--- config.mk ---
export PLATFORM = sky130hd
export DESIGN_NAME = sweep_core
export DESIGN_NICKNAME = d
export VERILOG_FILES = /design/src/rtl/sweep_core.sv
export SDC_FILE = /design/constraint.sdc
export NUM_CORES = 1
export LEC_CHECK = 0
export ABC_AREA = 1
export BUFFER_PORTS_ARGS = -buffer_cell sky130_fd_sc_hd__buf_2
export CORE_UTILIZATION = 30
export DETAILED_ROUTE_END_ITERATION = 16
export HOLD_SLACK_MARGIN = 0.05
export PLACE_DENSITY = 0.55
export SYNTH_ARGS = -nofsm -noshare
export SYNTH_HDL_FRONTEND = slang
export SYNTH_SLANG_ARGS = --single-unit
--- constraint.sdc ---
create_clock -name clk -period 2.3 [get_ports clk]
set_input_delay 0.115 -clock clk [delete_from_list [all_inputs] [get_ports clk]]
set_output_delay 0.115 -clock clk [all_outputs]
set_load 0.05 [all_outputs]
--- src/rtl/sweep_core.sv ---
// sweep_core: minesweeper play core (cursor movement, sweep/flag actions, win/lose detection).
// Define SWEEP_FLOOD_FILL_EN to build the multi-cycle flood reveal of zero-count regions.
module sweep_core #(
   parameter int         MAP_W      = 8,
   parameter int         MAP_H      = 8,
   parameter int         CELL_W     = 4,
   parameter int         MINE_CODE  = 15,
   parameter logic [2:0] PLAY_STATE = 3'd2
) (
   input  logic                             clk,
   input  logic                             rst_n,
   input  logic [2:0]                       screen_state_i,
   input  logic [4:0]                       button_i,
   input  logic                             fm_switch_i,
   input  logic [CELL_W*MAP_W*MAP_H-1:0]    map_i,
   output logic [$clog2(MAP_W)-1:0]         x_pos_o,
   output logic [$clog2(MAP_H)-1:0]         y_pos_o,
   output logic [1:0]                       play_end_o,
   output logic [MAP_W*MAP_H-1:0]           map_shown_o,
   output logic [MAP_W*MAP_H-1:0]           map_flag_o,
   output logic                             busy_o
);

   localparam int NCELL = MAP_W * MAP_H;
   localparam int IDX_W = $clog2(NCELL);
   localparam int XW    = $clog2(MAP_W);
   localparam int YW    = $clog2(MAP_H);

   localparam logic [1:0] S_IDLE  = 2'd0;
`ifdef SWEEP_FLOOD_FILL_EN
   localparam logic [1:0] S_FLOOD = 2'd1;
`endif
   localparam logic [1:0] S_END   = 2'd2;

   logic [1:0]       r_state;
   logic [4:0]       r_btnPrev;
   logic [XW-1:0]    r_x;
   logic [YW-1:0]    r_y;
   logic [NCELL-1:0] r_shown;
   logic [NCELL-1:0] r_flag;
   logic [1:0]       r_end;

   logic [4:0]       w_edge;
   logic [NCELL-1:0] w_mine;
   logic [IDX_W-1:0] w_curIdx;
   logic             w_curFree;
   logic             w_win;
   logic [XW-1:0]    w_xDec;
   logic [XW-1:0]    w_xInc;
   logic [YW-1:0]    w_yDec;
   logic [YW-1:0]    w_yInc;

   assign w_edge = button_i & ~r_btnPrev;

   for (genvar k = 0; k < NCELL; k++) begin : g_cell
      assign w_mine[k] = (map_i[k*CELL_W +: CELL_W] == CELL_W'(MINE_CODE));
   end

   assign w_curIdx  = IDX_W'(r_y) * IDX_W'(MAP_W) + IDX_W'(r_x);
   assign w_curFree = !r_shown[w_curIdx] && !r_flag[w_curIdx];
   assign w_win     = &(r_shown | w_mine);

   assign w_xDec = (r_x == '0) ? XW'(MAP_W - 1) : r_x - 1'b1;
   assign w_xInc = (r_x == XW'(MAP_W - 1)) ? '0 : r_x + 1'b1;
   assign w_yDec = (r_y == '0) ? YW'(MAP_H - 1) : r_y - 1'b1;
   assign w_yInc = (r_y == YW'(MAP_H - 1)) ? '0 : r_y + 1'b1;

`ifdef SWEEP_FLOOD_FILL_EN
   logic [IDX_W-1:0] r_idx;
   logic             r_passHit;
   logic [NCELL-1:0] w_zero;
   logic [NCELL-1:0] w_zeroShown;
   logic [NCELL-1:0] w_nbrHit;
   logic             w_scanHit;

   // True when any in-map 8-neighbour of (cx,cy) is a revealed zero cell.
   function automatic logic zeroNeighbour(input int cx, input int cy, input logic [NCELL-1:0] zs);
      logic hit;
      hit = 1'b0;
      for (int dy = -1; dy <= 1; dy++) begin
         for (int dx = -1; dx <= 1; dx++) begin
            if ((dx != 0 || dy != 0) && (cx + dx >= 0) && (cx + dx < MAP_W) &&
                (cy + dy >= 0) && (cy + dy < MAP_H)) begin
               hit = hit | zs[IDX_W'((cy + dy) * MAP_W + cx + dx)];
            end
         end
      end
      return hit;
   endfunction

   for (genvar k = 0; k < NCELL; k++) begin : g_zero
      assign w_zero[k] = (map_i[k*CELL_W +: CELL_W] == '0);
   end

   assign w_zeroShown = r_shown & w_zero;

   for (genvar gy = 0; gy < MAP_H; gy++) begin : g_row
      for (genvar gx = 0; gx < MAP_W; gx++) begin : g_col
         assign w_nbrHit[gy*MAP_W+gx] = zeroNeighbour(gx, gy, w_zeroShown);
      end
   end

   assign w_scanHit = !r_shown[r_idx] && !r_flag[r_idx] && !w_mine[r_idx] && w_nbrHit[r_idx];
   assign busy_o    = (r_state == S_FLOOD);
`else
   assign busy_o    = 1'b0;
`endif

   // Leaving the play screen clears everything just like reset; a lose found in the
   // same cycle as a win takes precedence, and a win drops any other button action.
   always_ff @(posedge clk or negedge rst_n) begin
      if (!rst_n) begin
         r_state   <= S_IDLE;
         r_btnPrev <= '0;
         r_x       <= '0;
         r_y       <= '0;
         r_shown   <= '0;
         r_flag    <= '0;
         r_end     <= '0;
`ifdef SWEEP_FLOOD_FILL_EN
         r_idx     <= '0;
         r_passHit <= 1'b0;
`endif
      end else if (screen_state_i != PLAY_STATE) begin
         r_state   <= S_IDLE;
         r_btnPrev <= '0;
         r_x       <= '0;
         r_y       <= '0;
         r_shown   <= '0;
         r_flag    <= '0;
         r_end     <= '0;
`ifdef SWEEP_FLOOD_FILL_EN
         r_idx     <= '0;
         r_passHit <= 1'b0;
`endif
      end else begin
         r_btnPrev <= button_i;
         case (r_state)
            S_IDLE: begin
               if (w_edge[4] && !fm_switch_i && w_curFree && w_mine[w_curIdx]) begin
                  r_shown[w_curIdx] <= 1'b1;
                  r_end             <= 2'b01;
                  r_state           <= S_END;
               end else if (w_win) begin
                  r_end   <= 2'b10;
                  r_state <= S_END;
               end else if (w_edge[4]) begin
                  if (fm_switch_i) begin
                     if (!r_shown[w_curIdx]) begin
                        r_flag[w_curIdx] <= ~r_flag[w_curIdx];
                     end
                  end else if (w_curFree) begin
                     r_shown[w_curIdx] <= 1'b1;
`ifdef SWEEP_FLOOD_FILL_EN
                     if (w_zero[w_curIdx]) begin
                        r_idx     <= '0;
                        r_passHit <= 1'b0;
                        r_state   <= S_FLOOD;
                     end
`endif
                  end
               end else if (w_edge[0]) begin
                  r_y <= w_yDec;
               end else if (w_edge[1]) begin
                  r_y <= w_yInc;
               end else if (w_edge[2]) begin
                  r_x <= w_xDec;
               end else if (w_edge[3]) begin
                  r_x <= w_xInc;
               end
            end
`ifdef SWEEP_FLOOD_FILL_EN
            // One cell per cycle; a pass that revealed anything is repeated from cell 0.
            S_FLOOD: begin
               if (w_win) begin
                  r_end   <= 2'b10;
                  r_state <= S_END;
               end else begin
                  if (w_scanHit) begin
                     r_shown[r_idx] <= 1'b1;
                  end
                  if (r_idx == IDX_W'(NCELL - 1)) begin
                     r_idx     <= '0;
                     r_passHit <= 1'b0;
                     if (!(r_passHit || w_scanHit)) begin
                        r_state <= S_IDLE;
                     end
                  end else begin
                     r_idx <= r_idx + 1'b1;
                     if (w_scanHit) begin
                        r_passHit <= 1'b1;
                     end
                  end
               end
            end
`endif
            S_END: begin
               r_state <= S_END;
            end
            default: begin
               r_state <= S_IDLE;
            end
         endcase
      end
   end

   assign x_pos_o     = r_x;
   assign y_pos_o     = r_y;
   assign play_end_o  = r_end;
   assign map_shown_o = r_shown;
   assign map_flag_o  = r_flag;

endmodule

==> results of run 1 <==
per-layer routing:
layer	global-route usage, %	up-vias	part of all wire, %
met5	0	-	0
met4	9.39	0	3.1
met3	5.00	112	8.2
met2	50.2	740	47
met1	40.0	6287	41
li1	-	6310	-
worst paths after layout:
kind	startpoint	to	cells after the start
min in group asynchronous	rst_n	map_flag_o[54]$_DFFE_PN0P_	2
max in group asynchronous	rst_n	map_flag_o[25]$_DFFE_PN0P_	3
setup reg to reg	x_pos_o[0]$_DFFE_PN0P_	map_shown_o[45]$_DFFE_PN0P_	17
hold / removal	screen_state_i[1]	y_pos_o[2]$_DFFE_PN0P_	4
hold reg to reg	map_flag_o[0]$_DFFE_PN0P_	map_flag_o[0]$_DFFE_PN0P_	2
setup / recovery	x_pos_o[0]$_DFFE_PN0P_	map_shown_o[45]$_DFFE_PN0P_	17
where the power goes:
group,total (W),internal (W),switching (W)
sequential,0.00252,0.00251,0.0000137
clock,0.00275,0.00155,0.00120
combinational,0.00129,0.000532,0.000762
cells in the final DEF, fill, tap and decap left out, types with 12 or more instances in the layout:
master,n
o21ai_0,110
nand2_4,27
buf_2,401
nand2_1,658
clkbuf_16,21
dfrtp_1,137
buf_12,23
a21oi_2,23
a21oi_1,43
nand2_2,45
nand3_1,24
nand4_1,117
inv_1,176
nor2_4,12
buf_4,111
nor2_1,120
nor3_1,12
buf_6,14
stage by stage:
step                instances  power [W]  setup TNS (ps)
floorplan                1675    0.00307            -729
global placement         2562    0.00365          -47180
detailed placement       2562    0.00366          -51090
CTS                      2631    0.00651          -27700
global route             2636    0.00679          -56770
finish                   2636    0.00656          -38110
sequential cells by signal, indices dropped and copies added (netlist names):
register	flops
map_flag_o	64
r_btnPrev	5
y_pos_o	3
map_shown_o	64
play_end_o	2
x_pos_o	3
r_state	1
final cells by class:
class                      count  area, sq um
clock buffer                  23          468
sequential                   142         3560
fill                        3524        18200
timing repair buffer         570         3900
tap                          448          561
multi-input combinational   1262         6080
clock inverter                 9         86.3
inverter                     182          692
cells by family after synthesis:
family / after synthesis / share of synthesized area (%)
adder cells (fa/ha/maj): 8 / 0.978
flip-flops: 142 / 34.7
buffers and inverters: 271 / 11.3
AO/OA/AOI/OAI: 200 / 9.91
AND/OR/NAND/NOR: 1051 / 42.9
XOR/XNOR: 2 / 0.171
other: 1 / 0.0366
critical path, delay by kind of cell (launching register included):
| family | cells | cell delay (ps) |
|---|---|---|
| AOI/OAI and AO/OA | 4 | 480 |
| buffers and inverters | 6 | 920 |
| DFF | 1 | 490 |
| and+or+nand+nor | 7 | 690 |
what timing repair did:
item	CTS	global route
gates resized for setup	88	108
hold buffers	6	0
hold endpoints to repair	56	0
setup buffers	22	2
cloned	10	5
pin swaps	12	43
endpoints found under the setup margin	134	135
==> impl_summary.log, run 1 <==
[metrics] run status: finished with violations
[metrics] failing checks: setup timing
[metrics] Setup crit start kind: flip-flop
[metrics] leading cell types by total area after synthesis: dfrtp_1 35%, nand2_1 27%, nand4_1 7.2%, inv_1 6.6%, o21ai_0 5.6%
[metrics] growth of design area from synthesis to finish: 49.9%
[metrics] peak supply drop: roughly 0.43 mV
[metrics] crit path cell chain: buf_8 -> buf_12 -> buf_12 -> nand2_2 -> o211ai_1 -> nand2_1 -> o21ai_1 -> nand2_1 -> nor2_2 -> nand3_2 -> nor2_4 -> o21ai_2 -> inv_2 -> buf_6 -> clkbuf_16 -> nand2_2 -> a21oi_1
[metrics] initial standard-cell utilization of the core: 30.5%
[metrics] largest incremental delay on the critical path: ~490 ps
[metrics] maximum clock frequency: between 300 and 400 MHz
[metrics] placed inst area: 0.0135 sq mm
[metrics] WP data arrival: 3010 ps
[metrics] reg-to-reg setup timing slack: -350 ps
[metrics] number of H-tree levels: 4
[metrics] Critical Path Fanout Max: 7
[metrics] global-route usage over all layers: 30.2%
[metrics] Maximum Capacitance Violations: 0
[metrics] final critical-path share of the clock period: 115%
[metrics] CTS root buffer: clkbuf_16
[metrics] Clock Latency Late Sink: between 400 and 500 ps
[metrics] Core Box Area: 0.0335 sq mm
[metrics] number of nets in the finished design: between 2000 and 2500
[metrics] largest net degree at the start of global routing: 65
[metrics] number of rows in the core area: 67
[metrics] post-synthesis async set-or-reset flop share: 100%
[metrics] largest area contributor in the netlist: dfrtp_1
[metrics] Post-Route Hold Slack: 105 ps
[metrics] final hold violation count: 0
[metrics] clock skew after layout: approximately 14 ps
[metrics] Vias per Instance: around 5
[metrics] total power divided by cell area: roughly 430 mW/mm^2
[metrics] top-area cell type share of the netlist area: 34.7%
[metrics] Crit. End Element: flip-flop
[metrics] number of global-route vias before repair: approximately 13000
[metrics] transition time of the tightest slew-check pin: 838 ps
[metrics] antenna violations before repair: 0
[metrics] synthesized netlist cell count: approximately 1700
[metrics] count of pins over their slew limit: 0
[metrics] count of TritonRoute iterations in the first routing pass: 6
[metrics] standby leakage power: 8.64 nW
[metrics] post-detailed-route count of antenna-violating nets: 0
[metrics] CP max stage cell: dfrtp_2
[metrics] Buffers on Ports: ~400
[metrics] setup repair after global routing missed its margin: yes
[metrics] CTS max path bufs: 2
[metrics] post-layout utilization of the core: a little under half
[metrics] antenna fix cells: 0
[metrics] number of DRC markers in iteration 0: around 1300
[metrics] number of flops mapped to enable cells by yosys: 0
[metrics] routed length per instance: about 21 microns
[metrics] die outline height: approximately 190 microns
[metrics] global-route wire length before repair: just under 80000 microns
[metrics] Post-synth top cells: 729 x nand2_1, 179 x inv_1, 142 x dfrtp_1, 130 x nor2_1, 117 x nand4_1
[metrics] clock edge transition at the registers on the reported setup and hold paths: 60 ps
[metrics] relative slew slack: between 40 and 50%
[metrics] most used standard cell by instance count after synthesis: nand2_1
[metrics] average size of a mapped cell: 6.11 sq um
[metrics] I/O pin count: around 400
[metrics] Synth Register Bits: roughly 140
[metrics] CP required: approximately 2700 ps
[metrics] area of the mapped netlist: a little over 0.01 sq mm
[metrics] setup slack after placement: -433 ps
[metrics] Residual DRC: 0
[metrics] crit path kind: flip-flop to flip-flop
[metrics] TritonCTS clock tree: done
[metrics] crit path setup slack, layout: -355 ps
[metrics] kind of path behind the tightest hold check: primary input to flip-flop
[metrics] width of the die: roughly 190 microns
[metrics] Seq/Total Area, Yosys: a little over a third
[metrics] detailed-route via count: approximately 13000
[metrics] number of nets in the synthesized netlist: a little under 2000
[metrics] Final GP Congestion: 0.976
[metrics] Final Instance Area: 0.0153 sq mm
[metrics] number of buffers created by CTS: 17
[metrics] number of distinct library cells after synthesis: 37
[metrics] DRT Wirelength: around 54000 microns
[metrics] Sink Count: 142
[metrics] setup violation total in the final timing report: ~130
[metrics] fraction of layout cells with a size suffix above 1: around a third
[metrics] GR Overflow Total: 0
[metrics] HPWL after detailed placement: around 39000 microns
[metrics] die footprint: 0.0349 sq mm
[metrics] crit path time final: 2650 ps
[metrics] warning count from the yosys run: 0
[metrics] leading register cell type out of synthesis: dfrtp_1
Power figures use the tool's default switching activity.
==> run 2: changes to the inputs <==
TNS_END_PERCENT = 10   (was default)
==> run 2 against run 1 <==
  * The flow still finishes with violations (setup timing)
  * Critical path depth rose by 2
  * Clock skew fell by 1.5 ps
  * Setup slack got worse by 82 ps
  * Global-route usage barely moved
  * Clock power rose by 9.1%
  * Die area did not move
  * First-iteration DRC count rose by 4.2%
  * Via count fell by 0.96%
  * Sequential cell count did not move
  * Total power rose by 2.3%
==> impl_summary.log, run 2 (same netlist as run 1, synthesis figures left out) <==
[metrics] run status: finished with violations
[metrics] failing checks: setup timing
[metrics] growth of design area from synthesis to finish: 41.4%
[metrics] final hold violation count: 0 (unchanged)
[metrics] setup slack after placement: -447 ps (-14.0 ps)
[metrics] count of pins over their slew limit: 0 (unchanged)
[metrics] global-route usage over all layers: 30.3% (+0.033 points)
[metrics] Sink Count: 142 (unchanged)
[metrics] kind of path behind the tightest hold check: primary input to asynchronous set/reset pin
[metrics] die footprint: 0.0349 sq mm (unchanged)
[metrics] Residual DRC: 0 (unchanged)
[metrics] fraction of layout cells with a size suffix above 1: 28.8% (-4.9 points)
[metrics] global-route wire length before repair: 79500 microns (about the same)
[metrics] CTS root buffer: clkbuf_16
[metrics] number of rows in the core area: 67 (unchanged)
[metrics] count of TritonRoute iterations in the first routing pass: 5 (-1)
[metrics] Buffers on Ports: 402 (unchanged)
[metrics] M1 GR Usage: 40.2% (+0.18 points)
[metrics] detailed-route via count: 13300 (-0.96%)
[metrics] TritonCTS clock tree: done
[metrics] antenna fix cells: 0 (unchanged)
[metrics] Final Instance Area: 0.0145 sq mm (-5.7%)
[metrics] post-detailed-route count of antenna-violating nets: 0 (unchanged)
[metrics] Critical Path Fanout Max: 5 (-2)
[metrics] largest net degree at the start of global routing: 57 (-12%)
[metrics] width of the die: 187 microns (unchanged)
[metrics] standby leakage power: 8.12 nW (-6.0%)
[metrics] most common cell after layout, fill and taps aside: nand2_1
[metrics] Final GP Congestion: 0.940 (-3.7%)
[metrics] number of H-tree levels: 4 (unchanged)
[metrics] initial standard-cell utilization of the core: 30.5% (unchanged)
[metrics] WP data arrival: 3090 ps (+80 ps)
[metrics] placed inst area: 0.0132 sq mm (-2.3%)
[metrics] number of DRC markers in iteration 0: 1337 (+4.2%)
[metrics] crit path kind: flip-flop to flip-flop
[metrics] Core Box Area: 0.0335 sq mm (unchanged)
[metrics] number of buffers created by CTS: 17 (unchanged)
[metrics] fillers: 3613 (+2.5%)
[metrics] CTS max path bufs: 2 (unchanged)
[metrics] CP required: 2650 ps (about the same)
[metrics] Post-Route Hold Slack: 241 ps (+136 ps)
[metrics] sequential standard cell area: 0.00356 sq mm (about the same)
[metrics] transition time of the tightest slew-check pin: 819 ps (-18.6 ps)
[metrics] die outline height: 187 microns (unchanged)
[metrics] crit path setup slack, layout: -436 ps (-81.6 ps)
[metrics] Maximum Capacitance Violations: 0 (unchanged)
[metrics] clock skew after layout: 12.6 ps (-1.50 ps)
[metrics] antenna violations before repair: 0 (unchanged)
[metrics] Crit. End Element: flip-flop
[metrics] Clock Latency Late Sink: 440 ps (about the same)
[metrics] multi-input combinational cell area: 0.00577 sq mm (-5.1%)
[metrics] clock edge transition at the registers on the reported setup and hold paths: 70 ps (about the same)
[metrics] Vias per Instance: 5.16 (+1.2%)
[metrics] number of global-route vias before repair: 12700 (-0.20%)
[metrics] DRT Wirelength: 53400 microns (-1.9%)
[metrics] relative slew slack: 45.3% (+1.2 points)
[metrics] M3 GR Usage: 4.01% (-1.0 points)
[metrics] setup repair after global routing missed its margin: yes
[metrics] global routing usage on met2: 49.5% (-0.76 points)
[metrics] crit path time final: 2740 ps (+81.6 ps)
[metrics] final critical-path share of the clock period: 119% (+3.5 points)
[metrics] busiest layer in global routing: met2
[metrics] routed length per instance: 20.7 microns (+0.22%)
[metrics] maximum clock frequency: 365 MHz (-3.0%)
[metrics] peak supply drop: 0.495 mV (+16%)
[metrics] total power divided by cell area: 464 mW/mm^2 (+8.4%)
[metrics] GR Overflow Total: 0 (unchanged)
[metrics] Setup crit start kind: flip-flop
[metrics] number of nets in the finished design: 2393 (-2.3%)
[metrics] I/O pin count: 404 (unchanged)
[metrics] HPWL after detailed placement: 40100 microns (+2.0%)
[metrics] commonest cells after routing, fill and taps aside: 709 x nand2_1, 401 x buf_2, 177 x inv_1, 138 x dfrtp_1, 126 x nor2_1
[metrics] setup violation total in the final timing report: 134 (+2.3%)
==> run 2: cell type report <==
type,count,share of cell area (%)
clock buffers,21,3.18
repair buffers,513,22.6
clock inverters,11,1.06
multi-input cells,1262,39.9
well taps,448,3.87
flip-flops and latches,142,24.6
inverters,182,4.81
==> run 2: timing repair <==
action | 4_1_cts | 5_1_grt
resized for setup | 56 | 28
pin swaps | 18 | 12
hold endpoints to repair | 59 | 0
cloned | 5 | 0
hold buffers | 6 | 0
setup buffers | 10 | 3
endpoints found under the setup margin | 134 | 134
==> run 2: path summary, 6_finish.rpt <==
check,from,to,slack [ps],depth (start not counted)
max,x_pos_o[2]$_DFFE_PN0P_,map_shown_o[6]$_DFFE_PN0P_,-440,19
min,rst_n,map_shown_o[49]$_DFFE_PN0P_,240,2
max reg2reg,x_pos_o[2]$_DFFE_PN0P_,map_shown_o[6]$_DFFE_PN0P_,-440,19
min reg2reg,map_flag_o[60]$_DFFE_PN0P_,map_flag_o[60]$_DFFE_PN0P_,500,2
max in group asynchronous,rst_n,map_flag_o[36]$_DFFE_PN0P_,1330,3
min in group clk,screen_state_i[1],r_btnPrev[1]$_DFF_PN0_,270,4
==> run 2: per-layer routing <==
metal / share of wire, % / vias up / routed length, microns
met4: 3.9 / 0 / 2090
met2: 47 / 733 / 24800
met5: 0 / - / 0
met3: 7.5 / 121 / 3980
met1: 42 / 6275 / 22500
li1: - / 6191 / -
==> run 2: worst max-delay path, stage by stage (launching register included) <==
cell	delay, ps
dfrtp_2	420
buf_6	130
nand2_4	70
buf_6	120
clkinvlp_4	210
buf_6	190
nand3_2	50
nand2_2	50
o21ai_2	160
nand2_1	90
nor2_2	130
nand3_2	120
nor2_4	140
o21ai_2	70
inv_2	100
buf_6	130
buf_12	120
buf_16	130
nand2_1	80
a21oi_1	130
==> run 2: stage by stage <==
step	utilization (%)	std cells	setup TNS (ps)	total power, W
final	43.2	2579	-50240	0.00671
after global routing	43.2	2579	-59590	0.00692
after CTS	42.8	2576	-39070	0.00670
after detailed placement	39.5	2523	-52030	0.00365
after global placement	39.5	2523	-45940	0.00365
after floorplan	-	1675	-777	0.00307
==> run 2: power by group <==
group	internal, W	switching (W)	total, W
sequential	0.00251	0.0000137	0.00252
clock	0.00178	0.00122	0.00300
combinational	0.000465	0.000722	0.00119
==> run 3: changes to the inputs <==
CTS_BUF_LIST = sky130_fd_sc_hd__clkbuf_16   (was default)
==> run 3 against run 2 <==
  * The flow still finishes with violations (setup timing)
  * Routed wire length grew 2.5%
  * Cell count grew 0.54%
  * Critical path depth grew 1
  * Clock skew grew 2.4 ps
  * Sequential power is essentially flat
  * Worst hold slack lost 5.6 ps
  * Utilization grew 1.4 points
  * Non-clock buffer count grew 14
  * Global-route usage is essentially flat
  * Design area grew 3.3%
  * Clock-buffer cell count shrank 4
  * Via count grew 1.1%
  * Critical endpoint is now map_flag_o[52]$_DFFE_PN0P_
  * Largest cell class unchanged
==> impl_summary.log, run 3 (same netlist as run 1, synthesis figures left out) <==
[metrics] antenna violations before repair: 0 (unchanged)
[metrics] Clock Latency Late Sink: 440 ps (about the same)
[metrics] initial standard-cell utilization of the core: 30.5% (unchanged)
[metrics] count of TritonRoute iterations in the first routing pass: 5 (unchanged)
[metrics] switching power as a share of total power: 29.9% (+0.75 points)
[metrics] Post-Route Hold Slack: 236 ps (-5.62 ps)
[metrics] post-detailed-route count of antenna-violating nets: 0 (unchanged)
[metrics] detailed-route via count: 13500 (+1.1%)
[metrics] Sw Pwr: 0.00201 W (+2.8%)
[metrics] DRT Wirelength: 54700 microns (+2.5%)
[metrics] global-route wire length before repair: 79600 microns (+0.10%)
[metrics] antenna fix cells: 0 (unchanged)
[metrics] TritonCTS clock tree: done
[metrics] routed length per instance: 21.1 microns (+1.9%)
[metrics] Core Box Area: 0.0335 sq mm (unchanged)
[metrics] Vias per Instance: 5.20 (+0.60%)
[metrics] standby leakage power: 8.35 nW (+2.9%)
[metrics] crit path time final: 2810 ps (+71.0 ps)
[metrics] largest net degree at the start of global routing: 57 (unchanged)
[metrics] growth of design area from synthesis to finish: 46.0%
[metrics] number of nets in the finished design: 2407 (+0.59%)
[metrics] Residual DRC: 0 (unchanged)
[metrics] HPWL after detailed placement: 40100 microns (unchanged)
[metrics] CTS root buffer: clkbuf_16
[metrics] CTS max path bufs: 2 (unchanged)
[metrics] peak supply drop: 0.498 mV (+0.71%)
[metrics] crit path kind: flip-flop to flip-flop
[metrics] placed cells: 2523 (unchanged)
[metrics] internal power summed over all cells: 0.00472 W (-0.80%)
[metrics] Crit. End Element: flip-flop
[metrics] failing checks: setup timing
[metrics] maximum clock frequency: 356 MHz (-2.5%)
[metrics] number of DRC markers in iteration 0: 1237 (-7.5%)
[metrics] Critical Path Fanout Max: 8 (+3)
[metrics] fraction of layout cells with a size suffix above 1: 32.4% (+3.6 points)
[metrics] most common cell after layout, fill and taps aside: nand2_1
[metrics] final hold violation count: 0 (unchanged)
[metrics] global-route usage over all layers: 30.3% (about the same)
[metrics] final critical-path share of the clock period: 122% (+3.1 points)
[metrics] transition time of the tightest slew-check pin: 880 ps (+61.3 ps)
[metrics] fin cells: 2593 (+0.54%)
[metrics] clock edge transition at the registers on the reported setup and hold paths: 70 ps (about the same)
[metrics] total power divided by cell area: 450 mW/mm^2 (-2.9%)
[metrics] I/O pin count: 404 (unchanged)
[metrics] number of buffers created by CTS: 17 (unchanged)
[metrics] crit path setup slack, layout: -507 ps (-71.0 ps)
[metrics] part of the total power dissipated in combinational logic: 18.8% (+1.1 points)
[metrics] die outline height: 187 microns (unchanged)
[metrics] run status: finished with violations
[metrics] GR Overflow Total: 0 (unchanged)
[metrics] die footprint: 0.0349 sq mm (unchanged)
[metrics] clock network fraction of total power: 43.7% (-1.0 points)
[metrics] width of the die: 187 microns (unchanged)
[metrics] fillers: 3548 (-1.8%)
[metrics] Setup crit start kind: flip-flop
[metrics] Buffers on Ports: 402 (unchanged)
[metrics] number of H-tree levels: 4 (unchanged)
[metrics] number of rows in the core area: 67 (unchanged)
[metrics] Sink Count: 142 (unchanged)
[metrics] setup repair after global routing missed its margin: yes
[metrics] Final GP Congestion: 0.940 (unchanged)
[metrics] WP data arrival: 3140 ps (+50 ps)
[metrics] setup slack after placement: -447 ps (unchanged)
[metrics] relative slew slack: 41.2% (-4.1 points)
[metrics] commonest cells after routing, fill and taps aside: 654 x nand2_1, 401 x buf_2, 179 x inv_1, 138 x dfrtp_1, 125 x nor2_1
[metrics] Maximum Capacitance Violations: 0 (unchanged)
[metrics] count of pins over their slew limit: 0 (unchanged)
[metrics] number of global-route vias before repair: 12700 (-0.20%)
[metrics] clock skew after layout: 15.0 ps (+2.43 ps)
[metrics] kind of path behind the tightest hold check: primary input to asynchronous set/reset pin
[metrics] sequential share of power: 37.5% (about the same)
[metrics] setup violation total in the final timing report: 133 (-0.75%)
[metrics] CP required: 2630 ps (-20 ps)
[run 3: changes by cell type in the layout (fill, tap and decap cells not counted), sizes merged]
cell,before,now
buf,507,514
inv,184,186
clkinv,2,4
clkbuf,21,24
[run 3: worst max-delay path, cell delays in order, from the launching register on]
cell	delay, ps
dfrtp_2	420
buf_6	130
nand2_4	70
buf_6	120
clkinvlp_4	210
buf_6	190
nand3_2	50
nand2_2	50
o21ai_2	180
nand2_1	80
nor2_2	130
nand3_2	110
nor2_4	130
buf_6	120
nand3_4	90
nand3_4	110
nor2_4	60
buf_6	140
clkbuf_16	180
nand2_2	60
nand2_1	60
[run 3: layout make-up]
cell class	instances	area, sq um	share of cell area (%)
Multi-Input combinational cell	1262	6030	40.3
Timing Repair Buffer	527	3500	23.4
Tap cell	448	561	3.75
Clock inverter	15	169	1.13
Sequential cell	142	3560	23.8
Clock buffer	17	425	2.85
Inverter	182	696	4.66
[run 3: worst paths after layout]
kind	startpoint	to	slack, ps	cells after the start
setup / recovery	x_pos_o[2]$_DFFE_PN0P_	map_flag_o[52]$_DFFE_PN0P_	-510	20
hold / removal	rst_n	map_shown_o[49]$_DFFE_PN0P_	240	2
setup reg to reg	x_pos_o[2]$_DFFE_PN0P_	map_flag_o[52]$_DFFE_PN0P_	-510	20
max in group asynchronous	rst_n	map_shown_o[8]$_DFFE_PN0P_	1340	3
min in group clk	screen_state_i[1]	r_btnPrev[1]$_DFF_PN0_	290	4
hold reg to reg	map_flag_o[55]$_DFFE_PN0P_	map_flag_o[55]$_DFFE_PN0P_	510	2
[run 3: layer usage]
metal / global-route usage (%) / vias up / share of wire [%]
met5: 0 / - / 0
met4: 12.9 / 0 / 4.4
met3: 3.69 / 134 / 7.8
met2: 49.5 / 744 / 46
met1: 40.2 / 6365 / 41
li1: - / 6230 / -
[run 3: power by group through the flow]
| stage | logic, W | clock network, W | registers [W] |
|---|---|---|---|
| 2_1_floorplan | 0.000472 | 0 | 0.00260 |
| 3_3_place_gp | 0.00108 | 0 | 0.00257 |
| 3_5_place_dp | 0.00108 | 0 | 0.00257 |
| 4_1_cts | 0.00116 | 0.00294 | 0.00252 |
| 5_1_grt | 0.00135 | 0.00303 | 0.00252 |
| 6_report | 0.00126 | 0.00294 | 0.00252 |
[run 3: what timing repair did]
action,CTS,global route
hold endpoints to repair,59,0
endpoints found under the setup margin,134,134
buffers inserted,10,9
gates cloned,5,9
pin swaps,17,33
resized for setup,63,111
hold buffers,6,0
[run 3: stage by stage]
stage	TNS [ps]	util [%]	cell area [sq um]	power (W)
2_1_floorplan	-777	-	10300	0.00307
3_3_place_gp	-45940	39.5	13200	0.00365
3_5_place_dp	-52030	39.5	13200	0.00365
4_1_cts	-38960	42.8	14400	0.00662
5_1_grt	-66240	44.6	14900	0.00691
6_report	-53660	44.6	14900	0.00673
